--- config.mk ---
export PLATFORM = sky130hd
export DESIGN_NAME = hex_display_arbiter_flat
export DESIGN_NICKNAME = d
export VERILOG_FILES = /design/src/rtl/hex_display_arbiter_if.sv /design/src/rtl/hex_display_arbiter.sv /design/src/flat_wrapper.sv
export SDC_FILE = /design/constraint.sdc
export NUM_CORES = 1
export LEC_CHECK = 0
export CORE_UTILIZATION = 43
export CTS_CLUSTER_DIAMETER = 80
export DETAILED_ROUTE_END_ITERATION = 7
export PLACE_DENSITY = 0.86
export SLEW_MARGIN = 20
export SYNTH_ARGS = -nofsm -noshare
export SYNTH_HDL_FRONTEND = slang
export SYNTH_SLANG_ARGS = --single-unit
--- constraint.sdc ---
create_clock -name clk -period 6.3 [get_ports clk]
set_input_delay 0.63 -clock clk [delete_from_list [all_inputs] [get_ports clk]]
set_output_delay 0.63 -clock clk [all_outputs]
set_load 0.01 [all_outputs]
--- src/rtl/hex_display_arbiter_if.sv ---
`default_nettype none
// ============================================================================
// Module   : hex_display_arbiter_if
// Brief    : Requester-side bundle for the HEX/LEDR display arbiter.
// Revision : 1.0 - initial release
// ============================================================================
interface hex_display_arbiter_if #(
    parameter int NUM_REQ = 3
);
    logic [NUM_REQ-1:0]    req;
    logic [42*NUM_REQ-1:0] seg_in;
    logic [10*NUM_REQ-1:0] led_in;
    logic [NUM_REQ-1:0]    grant;
    logic [41:0]           hex_seg;
    logic [9:0]            ledr;
    logic [1:0]            owner_id;
    logic                  busy;

    modport master (
        output req, seg_in, led_in,
        input  grant, hex_seg, ledr, owner_id, busy
    );

    modport slave (
        input  req, seg_in, led_in,
        output grant, hex_seg, ledr, owner_id, busy
    );
endinterface
`default_nettype wire

--- src/rtl/hex_display_arbiter.sv ---
`default_nettype none
// ============================================================================
// Module   : hex_display_arbiter
// Brief    : Round-robin owner of the HEX/LEDR pins with min-hold and blank gap.
// Revision : 1.0 - initial release
// ============================================================================
module hex_display_arbiter #(
    parameter int NUM_REQ     = 3,
    parameter int HOLD_CYCLES = 50000000,
    parameter int CNT_W       = 26
) (
    input  wire logic              clk,
    input  wire logic              reset,
    hex_display_arbiter_if.slave   bus
);

    localparam logic [41:0]      c_BLANK   = 42'h3FF_FFFF_FFFF;
    localparam logic [CNT_W-1:0] c_HOLD_M1 = CNT_W'(HOLD_CYCLES - 1);
    localparam logic [1:0]       c_LAST0   = 2'(NUM_REQ - 1);

    typedef enum logic [1:0] {
        S_IDLE   = 2'd0,
        S_OWNED  = 2'd1,
        S_SWITCH = 2'd2
    } state_t;

    state_t             r_state, w_state_nx;
    logic [NUM_REQ-1:0] r_grant, w_grant_nx;
    logic [41:0]        r_hex, w_hex_nx;
    logic [9:0]         r_led, w_led_nx;
    logic [1:0]         r_owner, w_owner_nx;
    logic               r_busy, w_busy_nx;
    logic [CNT_W-1:0]   r_cnt, w_cnt_nx;
    logic [1:0]         r_last, w_last_nx;

    // Slices padded to four entries so a 2-bit index is always in range.
    logic [41:0] w_seg_arr [4];
    logic [9:0]  w_led_arr [4];
    logic [3:0]  w_req_pad;

    genvar gi;
    generate
        for (gi = 0; gi < 4; gi++) begin : g_slice
            if (gi < NUM_REQ) begin : g_used
                assign w_seg_arr[gi] = bus.seg_in[42*gi +: 42];
                assign w_led_arr[gi] = bus.led_in[10*gi +: 10];
                assign w_req_pad[gi] = bus.req[gi];
            end else begin : g_unused
                assign w_seg_arr[gi] = c_BLANK;
                assign w_led_arr[gi] = '0;
                assign w_req_pad[gi] = 1'b0;
            end
        end
    endgenerate

    function automatic logic [1:0] f_rr_idx(input logic [1:0] base, input int off);
        int s;
        s = int'(base) + off;
        if (s >= NUM_REQ) s = s - NUM_REQ;
        return s[1:0];
    endfunction

    logic       w_found;
    logic [1:0] w_pick;
    logic [3:0] w_pick_oh;
    logic [3:0] w_own_oh;
    logic       w_other;

    // Scan from farthest to nearest so the nearest requester after r_last wins.
    always_comb begin
        w_found = 1'b0;
        w_pick  = r_last;
        for (int i = NUM_REQ; i >= 1; i--) begin
            if (w_req_pad[f_rr_idx(r_last, i)]) begin
                w_found = 1'b1;
                w_pick  = f_rr_idx(r_last, i);
            end
        end
        w_pick_oh = 4'b0001 << w_pick;
        w_own_oh  = 4'b0001 << r_last;
        w_other   = |(w_req_pad & ~w_own_oh);
    end

    always_comb begin
        w_state_nx = r_state;
        w_grant_nx = r_grant;
        w_hex_nx   = c_BLANK;
        w_led_nx   = '0;
        w_owner_nx = r_owner;
        w_busy_nx  = r_busy;
        w_cnt_nx   = r_cnt;
        w_last_nx  = r_last;
        case (r_state)
            S_IDLE, S_SWITCH: begin
                w_grant_nx = '0;
                w_busy_nx  = 1'b0;
                if (w_found) begin
                    w_state_nx = S_OWNED;
                    w_grant_nx = w_pick_oh[NUM_REQ-1:0];
                    w_owner_nx = w_pick;
                    w_busy_nx  = 1'b1;
                    w_cnt_nx   = c_HOLD_M1;
                    w_last_nx  = w_pick;
                end else begin
                    w_state_nx = S_IDLE;
                end
            end
            S_OWNED: begin
                // r_last always names the current owner while in S_OWNED.
                if (!w_req_pad[r_last] || (r_cnt == '0 && w_other)) begin
                    w_state_nx = S_SWITCH;
                    w_grant_nx = '0;
                    w_busy_nx  = 1'b0;
                end else begin
                    w_hex_nx = w_seg_arr[r_last];
                    w_led_nx = w_led_arr[r_last];
                    if (r_cnt != '0) w_cnt_nx = r_cnt - CNT_W'(1);
                end
            end
            default: begin
                w_state_nx = S_IDLE;
                w_grant_nx = '0;
                w_busy_nx  = 1'b0;
            end
        endcase
    end

    always_ff @(posedge clk) begin
        if (reset) begin
            r_state <= S_IDLE;
            r_grant <= '0;
            r_hex   <= c_BLANK;
            r_led   <= '0;
            r_owner <= '0;
            r_busy  <= 1'b0;
            r_cnt   <= '0;
            r_last  <= c_LAST0;
        end else begin
            r_state <= w_state_nx;
            r_grant <= w_grant_nx;
            r_hex   <= w_hex_nx;
            r_led   <= w_led_nx;
            r_owner <= w_owner_nx;
            r_busy  <= w_busy_nx;
            r_cnt   <= w_cnt_nx;
            r_last  <= w_last_nx;
        end
    end

    assign bus.grant    = r_grant;
    assign bus.hex_seg  = r_hex;
    assign bus.ledr     = r_led;
    assign bus.owner_id = r_owner;
    assign bus.busy     = r_busy;

endmodule
`default_nettype wire

--- src/flat_wrapper.sv ---
// flat-port wrapper written by rule: the top's interface ports become plain ports
module hex_display_arbiter_flat 
#(
    parameter int NUM_REQ     = 3,
    parameter int HOLD_CYCLES = 50000000,
    parameter int CNT_W       = 26
)
  (clk, reset, bus_req, bus_seg_in, bus_led_in, bus_grant, bus_hex_seg, bus_ledr, bus_owner_id, bus_busy);
  hex_display_arbiter_if #(.NUM_REQ(NUM_REQ)) bus_i ();
  input  wire logic clk;
  input  wire logic reset;
  input wire logic [$bits(bus_i.req)-1:0] bus_req;
  input wire logic [$bits(bus_i.seg_in)-1:0] bus_seg_in;
  input wire logic [$bits(bus_i.led_in)-1:0] bus_led_in;
  output wire logic [$bits(bus_i.grant)-1:0] bus_grant;
  output wire logic [$bits(bus_i.hex_seg)-1:0] bus_hex_seg;
  output wire logic [$bits(bus_i.ledr)-1:0] bus_ledr;
  output wire logic [$bits(bus_i.owner_id)-1:0] bus_owner_id;
  output wire logic [$bits(bus_i.busy)-1:0] bus_busy;
  assign bus_i.req = bus_req;
  assign bus_i.seg_in = bus_seg_in;
  assign bus_i.led_in = bus_led_in;
  assign bus_grant = bus_i.grant;
  assign bus_hex_seg = bus_i.hex_seg;
  assign bus_ledr = bus_i.ledr;
  assign bus_owner_id = bus_i.owner_id;
  assign bus_busy = bus_i.busy;
  hex_display_arbiter #(.NUM_REQ(NUM_REQ), .HOLD_CYCLES(HOLD_CYCLES), .CNT_W(CNT_W)) u_core (.clk(clk), .reset(reset), .bus(bus_i));
endmodule
==> out/summary.txt, run 1 <==
XOR/XNOR share of the synthesized area: 0.0459
Gate Count Post-Synth: 458
clk root buf: clkbuf_8
final worst-path cycle share: 0.538
Final min period: 3390 ps
Syn. warnings: 0
status: completed
area share of fa/ha/maj cells after synthesis: 0.0208
most common cell after layout, fill and taps aside: clkdlybuf4s50_1
die area: 10200 um^2
Hold Fails Final Rpt: 0
LEAKAGE: 2.42 nW
total gr overflow: 0
EDFF count, synth: 0
Final setup viols: 0
DRC Markers: 0
Setup Skew: 15.3 ps
nets: 827
Synth Flop Type: dfxtp_1
share of cells above drive strength 1: 0.122
setup tns final: 0 ps
fin. max-slew vios: 0
Post-CTS Resized: 0
1st-pass router iterations: 4
worst path cell trace: buf_4 -> inv_1 -> ha_1 -> nand2b_1 -> a21boi_0 -> o22a_1 -> a31oi_1 -> a211oi_1 -> a311oi_1
Worst-path clk slew: 90 ps
largest net degree at the start of global routing: 59
# port buffers: 218
Layout fillers: 719
worst slew pin tran: 948 ps
Final ANT Viol Nets: 0
CP Capture Type: flip-flop
crit path DAT: 3650 ps
CTS HTree Levels: 3
Util after Layout: 0.703
WS Path Type: flip-flop to flip-flop
CP bufs+invs: 2
Num CTS Buffers: 9
post-synthesis net count: 626
initial antenna violation count: 0
delay-heaviest family, CP: compound AO/OA/AOI/OAI gates
final wirelength: 13800 um
main combinational cell family by area after synthesis: simple AND/OR/NAND/NOR gates
setup repair bufs after CTS: 0
Hold WC Path Type: flip-flop to flip-flop
Max Cap Viol: 0
post-DP HPWL: 10700 um
Die Ht: 101 um
Starting DRT DRC Count: 190
vias in the first global route: 4296
top fanout value on the critical path: 58
Placer Congestion: 0.854
die width: 101 um
worst skew pair latency: 360 ps
number of antenna cells inserted: 0
Starting Density: 0.448
Area Growth Syn to Fin: 56.7%
Synth Area in Simple Gates: 0.192
distinct cell type count after synthesis: 56
clock tree buffer depth: 2
total number of vias: 4244
vias per cell: 5.35
Post-Syn Area: 4200 um^2
Slew headroom: 0.367
Synth Area in Compound Gates: 0.141
multiplexer area fraction after synthesis: 0.144
io pins: 219
syn avg cell area: 9.17 um^2
Hold WS: 495 ps
VDD IR-drop max: 0.202 mV
fmax: 0.295 GHz
Critical Path RT: 6560 ps
gr usage total: 0.275
CTS Hold Bufs: 0
core footprint: 9370 um^2
register area share after synthesis: 0.410
Largest stage delay, worst path: 590 ps
first-pass GRT wire length: 21400 um
CP Launch Type: flip-flop
post-synthesis register bit count: 86
RSZ-0062 raised after global routing: false
TritonCTS clock tree: yes
Crit-path slowest cell: a31oi_1
clk sink count: 86
most frequent cells in the layout: clkdlybuf4s50_1, dfxtp_1, nand2_1
ys async rst share: 0
WL/cell: 17.4 um
PwrDens: 317 nW/um^2
Core Rows: 35
flip-flops by register name, summed over array words and instances, names as in the netlist:
name and flops:
u_core.bus.grant 3, u_core.bus.busy 1, u_core.r_state 1, u_core.r_last 2, u_core.bus.hex_seg 42, u_core.bus.ledr 10, u_core.bus.owner_id 1, u_core.r_cnt 26
final timing paths:
path	startpoint	endpoint	slack (ps)	cells past startpoint
worst min-delay path	u_core.bus.grant[1]	u_core.bus.grant[1]	500	1
worst max-delay path	u_core.r_last[0]	u_core.r_cnt[2]	2910	9
worst min register to register	u_core.bus.grant[1]	u_core.bus.grant[1]	500	1
worst max register to register	u_core.r_last[0]	u_core.r_cnt[2]	2910	9
layer usage:
| layer | part of all wire | routed length [um] | track usage | vias up |
|---|---|---|---|---|
| met5 | 0 | 0 | 0 | - |
| met4 | 0.026 | 362 | 0.0959 | 0 |
| met3 | 0.072 | 999 | 0.0971 | 27 |
| met2 | 0.54 | 7430 | 0.515 | 152 |
| met1 | 0.36 | 5010 | 0.283 | 2022 |
| li1 | - | - | - | 2043 |
cells by family after synthesis:
kind of cell               after synthesis
xor gates and xnor gates                22
muxes                                   55
and+or+nand+nor                        155
DFF                                     86
AOI/OAI and AO/OA                       94
adders and majority gates                7
buffers and inverters                   39
report_power, final:
part / switching, mW / total [mW] / internal (mW)
Clock: 0.207 / 0.352 / 0.145
Sequential: 0.109 / 0.757 / 0.649
Combinational: 0.490 / 0.975 / 0.485
Total: 0.806 / 2.08 / 1.28
Yosys cell counts, types with 2 or more instances:
library cell / number / area (um^2)
a211oi_1: 4 / 30.0
a21oi_1: 27 / 135
a22o_1: 2 / 17.5
a31o_2: 2 / 17.5
a31oi_1: 2 / 12.5
and2_1: 2 / 12.5
and3_1: 3 / 18.8
buf_1: 4 / 15.0
buf_2: 3 / 15.0
buf_6: 6 / 67.6
clkbuf_1: 18 / 67.6
dfxtp_1: 86 / 1720
ha_1: 7 / 87.6
inv_1: 7 / 26.3
mux2_2: 43 / 484
mux2i_1: 12 / 120
nand2_1: 50 / 188
nand2b_1: 5 / 31.3
nand3_1: 5 / 25.0
nand3b_1: 2 / 15.0
nor2_1: 39 / 146
nor3_1: 13 / 65.1
nor4_1: 13 / 81.3
nor4_4: 3 / 63.8
o211ai_1: 2 / 15.0
o21ai_0: 2 / 10.0
o22ai_1: 42 / 263
or2_2: 2 / 12.5
or3_1: 4 / 25.0
or4_4: 2 / 22.5
xnor2_1: 19 / 166
xor2_1: 3 / 26.3
worst reg2reg max path, stage by stage, from the launching register on:
cell and delay, ps:
dfxtp_2 430, buf_4 530, inv_1 270, ha_1 500, nand2b_1 210, a21boi_0 130
o22a_1 230, a31oi_1 590, a211oi_1 120, a311oi_1 270
through the flow:
step                      std cells  total power [mW]  cell area (um^2)  worst slack, ps
after floorplan                 458              1.40              4200             3740
after global placement          777              1.69              6410             2980
after detailed placement        777              1.73              6410             2820
after CTS                       793              2.09              6580             2930
after global routing            793              2.22              6580             2630
final                           793              2.08              6580             2910
area by class of cell:
type | instances | area, um^2 | share of cell area
Timing Repair Buffer | 222 | 2210 | 0.336
Clock buffer | 10 | 128 | 0.0194
Inverter | 7 | 26.3 | 0.00399
Multi-Input combinational cell | 333 | 2290 | 0.347
Sequential cell | 86 | 1720 | 0.262
Clock inverter | 6 | 46.3 | 0.00703
Tap cell | 129 | 161 | 0.0245
Power figures use the tool's default switching activity.
==> run 2, diff against run 1 <==
CORE_UTILIZATION = 40   (was 43)
PLACE_DENSITY = 0.81   (was 0.86)
clock period = 3.2 ns   (was 6.3 ns; I/O delays follow)
==> out/summary.txt, run 2 (synthesized netlist as in run 1, its figures left out) <==
CTS Hold Bufs: 0 (unchanged)
Core Rows: 37 (+5.7%)
WL/cell: 17.3 um (-0.74%)
nets: 831 (+0.48%)
total gr overflow: 0 (unchanged)
fin area: 6660 um^2 (+1.1%)
core footprint: 10200 um^2 (+9.2%)
clk sink count: 86 (unchanged)
first-pass GRT wire length: 22000 um (+3.1%)
Critical Path RT: 3430 ps (-3130 ps)
Setup Skew: 12.3 ps (-2.95 ps)
R2R setup slack: 520 ps (-2390 ps)
Util after Layout: 0.651 (-0.0518)
most common cell after layout, fill and taps aside: clkdlybuf4s50_1
Hold WS: 494 ps (-0.954 ps)
final wirelength: 13800 um (+0.39%)
Placer Congestion: 0.827 (-3.2%)
WS Path Type: flip-flop to flip-flop
1st-pass router iterations: 4 (unchanged)
Max Cap Viol: 0 (unchanged)
initial antenna violation count: 0 (unchanged)
gr usage total: 0.257 (-0.0181)
fmax: 0.374 GHz (+27%)
worst skew pair latency: 340 ps (-20 ps)
clock tree buffer depth: 2 (unchanged)
RSZ-0062 raised after global routing: false
Crit-path slowest cell: ha_1
Post-CTS Resized: 0 (unchanged)
Hold WC Path Type: flip-flop to flip-flop
die width: 104 um (+3.6%)
vias in the first global route: 4362 (+1.5%)
Layout fillers: 857 (+19%)
# port buffers: 218 (unchanged)
die area: 10900 um^2 (+7.3%)
DRC Markers: 0 (unchanged)
status: completed
LEAKAGE: 2.45 nW (+1.4%)
Num CTS Buffers: 9 (unchanged)
CP Launch Type: flip-flop
total power: 4.21 mW (+100%)
total number of vias: 4189 (-1.3%)
Die Ht: 104 um (+3.6%)
largest net degree at the start of global routing: 56 (-5.1%)
worst path cell trace: inv_1 -> ha_1 -> nand2b_1 -> a21oi_1 -> a31oi_1 -> a31o_2 -> nor2_1 -> a32o_1
share of cells above drive strength 1: 0.126 (+0.00414)
PwrDens: 633 nW/um^2 (+100%)
vias per cell: 5.22 (-2.4%)
Final min period: 2680 ps (-713 ps)
Hold Fails Final Rpt: 0 (unchanged)
Starting Density: 0.411 (-0.0377)
setup tns final: 0 ps (unchanged)
io pins: 219 (unchanged)
post-DP HPWL: 10500 um (-1.2%)
fin. max-slew vios: 0 (unchanged)
final worst-path cycle share: 0.836 (+0.298)
Largest stage delay, worst path: 520 ps (-70 ps)
most frequent cells in the layout: clkdlybuf4s50_1, dfxtp_1, nand2_1
TritonCTS clock tree: yes
clk root buf: clkbuf_8
dpl cell area: 6460 um^2 (+0.80%)
setup repair bufs after CTS: 0 (unchanged)
Slew headroom: 0.506 (+0.139)
CP Capture Type: flip-flop
VDD IR-drop max: 0.349 mV (+73%)
Largest register FFs: 42 (unchanged)
Worst-path clk slew: 70 ps (-20 ps)
Final setup viols: 0 (unchanged)
top fanout value on the critical path: 18 (-69%)
CTS HTree Levels: 3 (unchanged)
Area Growth Syn to Fin: 58.5%
Final ANT Viol Nets: 0 (unchanged)
number of antenna cells inserted: 0 (unchanged)
crit path DAT: 2910 ps (-740 ps)
Starting DRT DRC Count: 149 (-22%)
worst slew pin tran: 738 ps (-209 ps)
==> run 2: cell types whose count changed in the layout (fill, tap and decap cells not counted), sizes merged <==
cell    previous run  this run
buf                4         8
bufinv             0         1
clkbuf            10        11
clkinv             3         0
inv                8         7
==> run 2: final timing paths <==
path                            start                  end  depth (start not counted)
setup / recovery     u_core.r_last[1]  u_core.bus.grant[0]                          8
hold / removal    u_core.bus.grant[0]  u_core.bus.grant[0]                          1
setup reg to reg     u_core.r_last[1]  u_core.bus.grant[0]                          8
hold reg to reg   u_core.bus.grant[0]  u_core.bus.grant[0]                          1
==> run 2: power by group <==
part | internal (mW) | switching, mW
sequential | 1.28 | 0.184
clock | 0.395 | 0.374
combinational | 0.979 | 1.00
==> run 2: layout make-up <==
class | instances | area, um^2 | share of cell area
multi-input cells | 333 | 2290 | 0.343
repair buffers | 226 | 2250 | 0.339
flip-flops and latches | 86 | 1720 | 0.259
well taps | 136 | 170 | 0.0256
clock buffers | 11 | 151 | 0.0227
clock inverters | 3 | 45.0 | 0.00677
inverters | 7 | 26.3 | 0.00395
==> run 2: worst max-delay path, delay by kind of cell, from the launching register on <==
kind,cells,cell delay (ps)
buffers and inverters,1,170
AO/OA/AOI/OAI,4,1050
flip-flops,1,510
AND/OR/NAND/NOR,2,320
adder cells (fa/ha/maj),1,520
==> run 2: through the flow <==
step / worst slack (ps) / std cells
2_1_floorplan: 637 / 458
3_3_place_gp: 689 / 788
3_5_place_dp: 572 / 788
4_1_cts: 561 / 802
5_1_grt: 291 / 802
6_report: 523 / 802
==> run 2: metal layers <==
metal  routed length (um)  GRT usage  part of all wire
met5                    0          0                 0
met4                  405     0.0949             0.029
met3                 1010     0.0877             0.073
met2                 7010      0.456              0.51
met1                 5420      0.282              0.39
==> run 3, diff against run 2 <==
CORE_UTILIZATION = 36   (was 40)
PLACE_DENSITY = 0.77   (was 0.81)
clock period = 2.4 ns   (was 3.2 ns; I/O delays follow)
==> out/summary.txt, run 3 (synthesized netlist as in run 1, its figures left out) <==
status: completed
Setup Skew: 7.83 ps (-4.49 ps)
die area: 12100 um^2 (+11%)
Slew headroom: 0.576 (+0.0696)
RSZ-0062 raised after global routing: false
gr usage total: 0.225 (-0.0325)
final worst-path cycle share: 0.948
clock tree buffer depth: 2 (unchanged)
worst slew pin tran: 634 ps (-104 ps)
vias in the first global route: 4221 (-3.2%)
DRC Markers: 0 (unchanged)
number of antenna cells inserted: 0 (unchanged)
fin. max-slew vios: 0 (unchanged)
post-DP HPWL: 10000 um (-5.0%)
Hold WC Path Type: flip-flop to flip-flop
Final WS setup: 124 ps (-399 ps)
Placer Congestion: 0.871 (+5.3%)
final wirelength: 13300 um (-3.7%)
total number of vias: 4198 (+0.21%)
Starting Density: 0.368 (-0.0427)
1st-pass router iterations: 4 (unchanged)
clk sink count: 86 (unchanged)
CP Capture Type: output pin
vias per cell: 5.12 (-2.0%)
LEAKAGE: 2.56 nW (+4.3%)
Final min period: 2280 ps
Worst-path clk slew: 70 ps (about the same)
fmax: 0.439 GHz
worst slack, placed: 97.4 ps (-474 ps)
WL/cell: 16.3 um (-5.8%)
share of cells above drive strength 1: 0.145 (+0.0186)
CTS Hold Bufs: 0 (unchanged)
clock share of power: 0.240 (+0.057)
WS Path Type: flip-flop to output pin
setup tns final: 0 ps (unchanged)
most common cell after layout, fill and taps aside: clkdlybuf4s50_1
# port buffers: 218 (unchanged)
Num CTS Buffers: 9 (unchanged)
Starting DRT DRC Count: 195 (+31%)
die width: 110 um (+5.3%)
clk root buf: clkbuf_16
initial antenna violation count: 0 (unchanged)
Post-CTS Resized: 0 (unchanged)
P_int: 4.02 mW (+52%)
TritonCTS clock tree: yes
largest net degree at the start of global routing: 43 (-23%)
setup repair bufs after CTS: 0 (unchanged)
Final ANT Viol Nets: 0 (unchanged)
CTS HTree Levels: 3 (unchanged)
Gate power share: 0.452 (-0.018)
crit path DAT: 2040 ps (-870 ps)
top fanout value on the critical path: 37 (+19)
Max Cap Viol: 0 (unchanged)
first-pass GRT wire length: 20800 um (-5.4%)
VDD IR-drop max: 0.740 mV (+110%)
Hold Fails Final Rpt: 0 (unchanged)
Largest register FFs: 42 (unchanged)
sequential power share: 0.307 (-0.040)
worst skew pair latency: 330 ps (about the same)
Sw Share: 0.350 (-0.0202)
CP Launch Type: flip-flop
PwrDens: 898 nW/um^2 (+42%)
most frequent cells in the layout: clkdlybuf4s50_1, dfxtp_1, nand2_1
Net Sw Power: 2.17 mW (+39%)
nets: 840 (+1.1%)
Final setup viols: 0 (unchanged)
io pins: 219 (unchanged)
total gr overflow: 0 (unchanged)
Die Ht: 110 um (+5.3%)
Critical Path RT: 2160 ps (-1270 ps)
core footprint: 11400 um^2 (+12%)
Core Rows: 39 (+5.4%)
Area Growth Syn to Fin: 64.0%
## run 3: changes by cell type in the layout (fill, tap and decap cells not counted), sizes merged
cell / before / now
clkinv: 0 / 2
inv: 7 / 8
clkbuf: 11 / 10
bufinv: 1 / 2
buf: 8 / 17
clkinvlp: 2 / 1
## run 3: worst max-delay path: stages (launching register included)
cell and delay (ps):
dfxtp_2 330, buf_4 310, buf_4 430, clkdlybuf4s50_1 610
## run 3: final timing paths
check	cells past startpoint	slack, ps	to	from
min	1	490	u_core.bus.grant[1]	u_core.bus.grant[1]
max reg2reg	7	150	u_core.bus.grant[0]	u_core.r_last[1]
max	3	120	bus_owner_id[0]	u_core.r_last[0]
min reg2reg	1	490	u_core.bus.grant[1]	u_core.bus.grant[1]
## run 3: metrics by stage
stage	cell area, um^2	utilization	std cells	hold WS, ps	total power, mW
floorplan	4210	-	458	363	3.68
global placement	6540	0.573	804	468	4.58
detailed placement	6540	0.573	804	468	4.66
CTS	6860	0.601	820	483	6.17
global route	6890	0.603	820	490	6.57
finish	6890	0.603	820	488	6.19
## run 3: metal layers
layer	vias to the layer above	track usage	share of wire
li1	2070	-	-
met1	1987	0.260	0.41
met2	126	0.393	0.51
met3	15	0.0800	0.070
met4	0	0.0571	0.018
met5	-	0	0
## run 3: power by group through the flow
stage / clock network [mW] / logic, mW / registers [mW]
floorplan: 0 / 1.73 / 1.95
global placement: 0 / 2.67 / 1.91
detailed placement: 0 / 2.74 / 1.92
CTS: 1.52 / 2.75 / 1.90
global route: 1.58 / 3.05 / 1.93
finish: 1.49 / 2.80 / 1.90
## run 3: final cells by class
class	count	area (um^2)
clock buffer	10	229
clock inverter	6	93.8
fill	963	4530
inverter	7	26.3
multi-input combinational	333	2310
sequential	86	1720
tap	143	179
timing repair buffer	235	2330
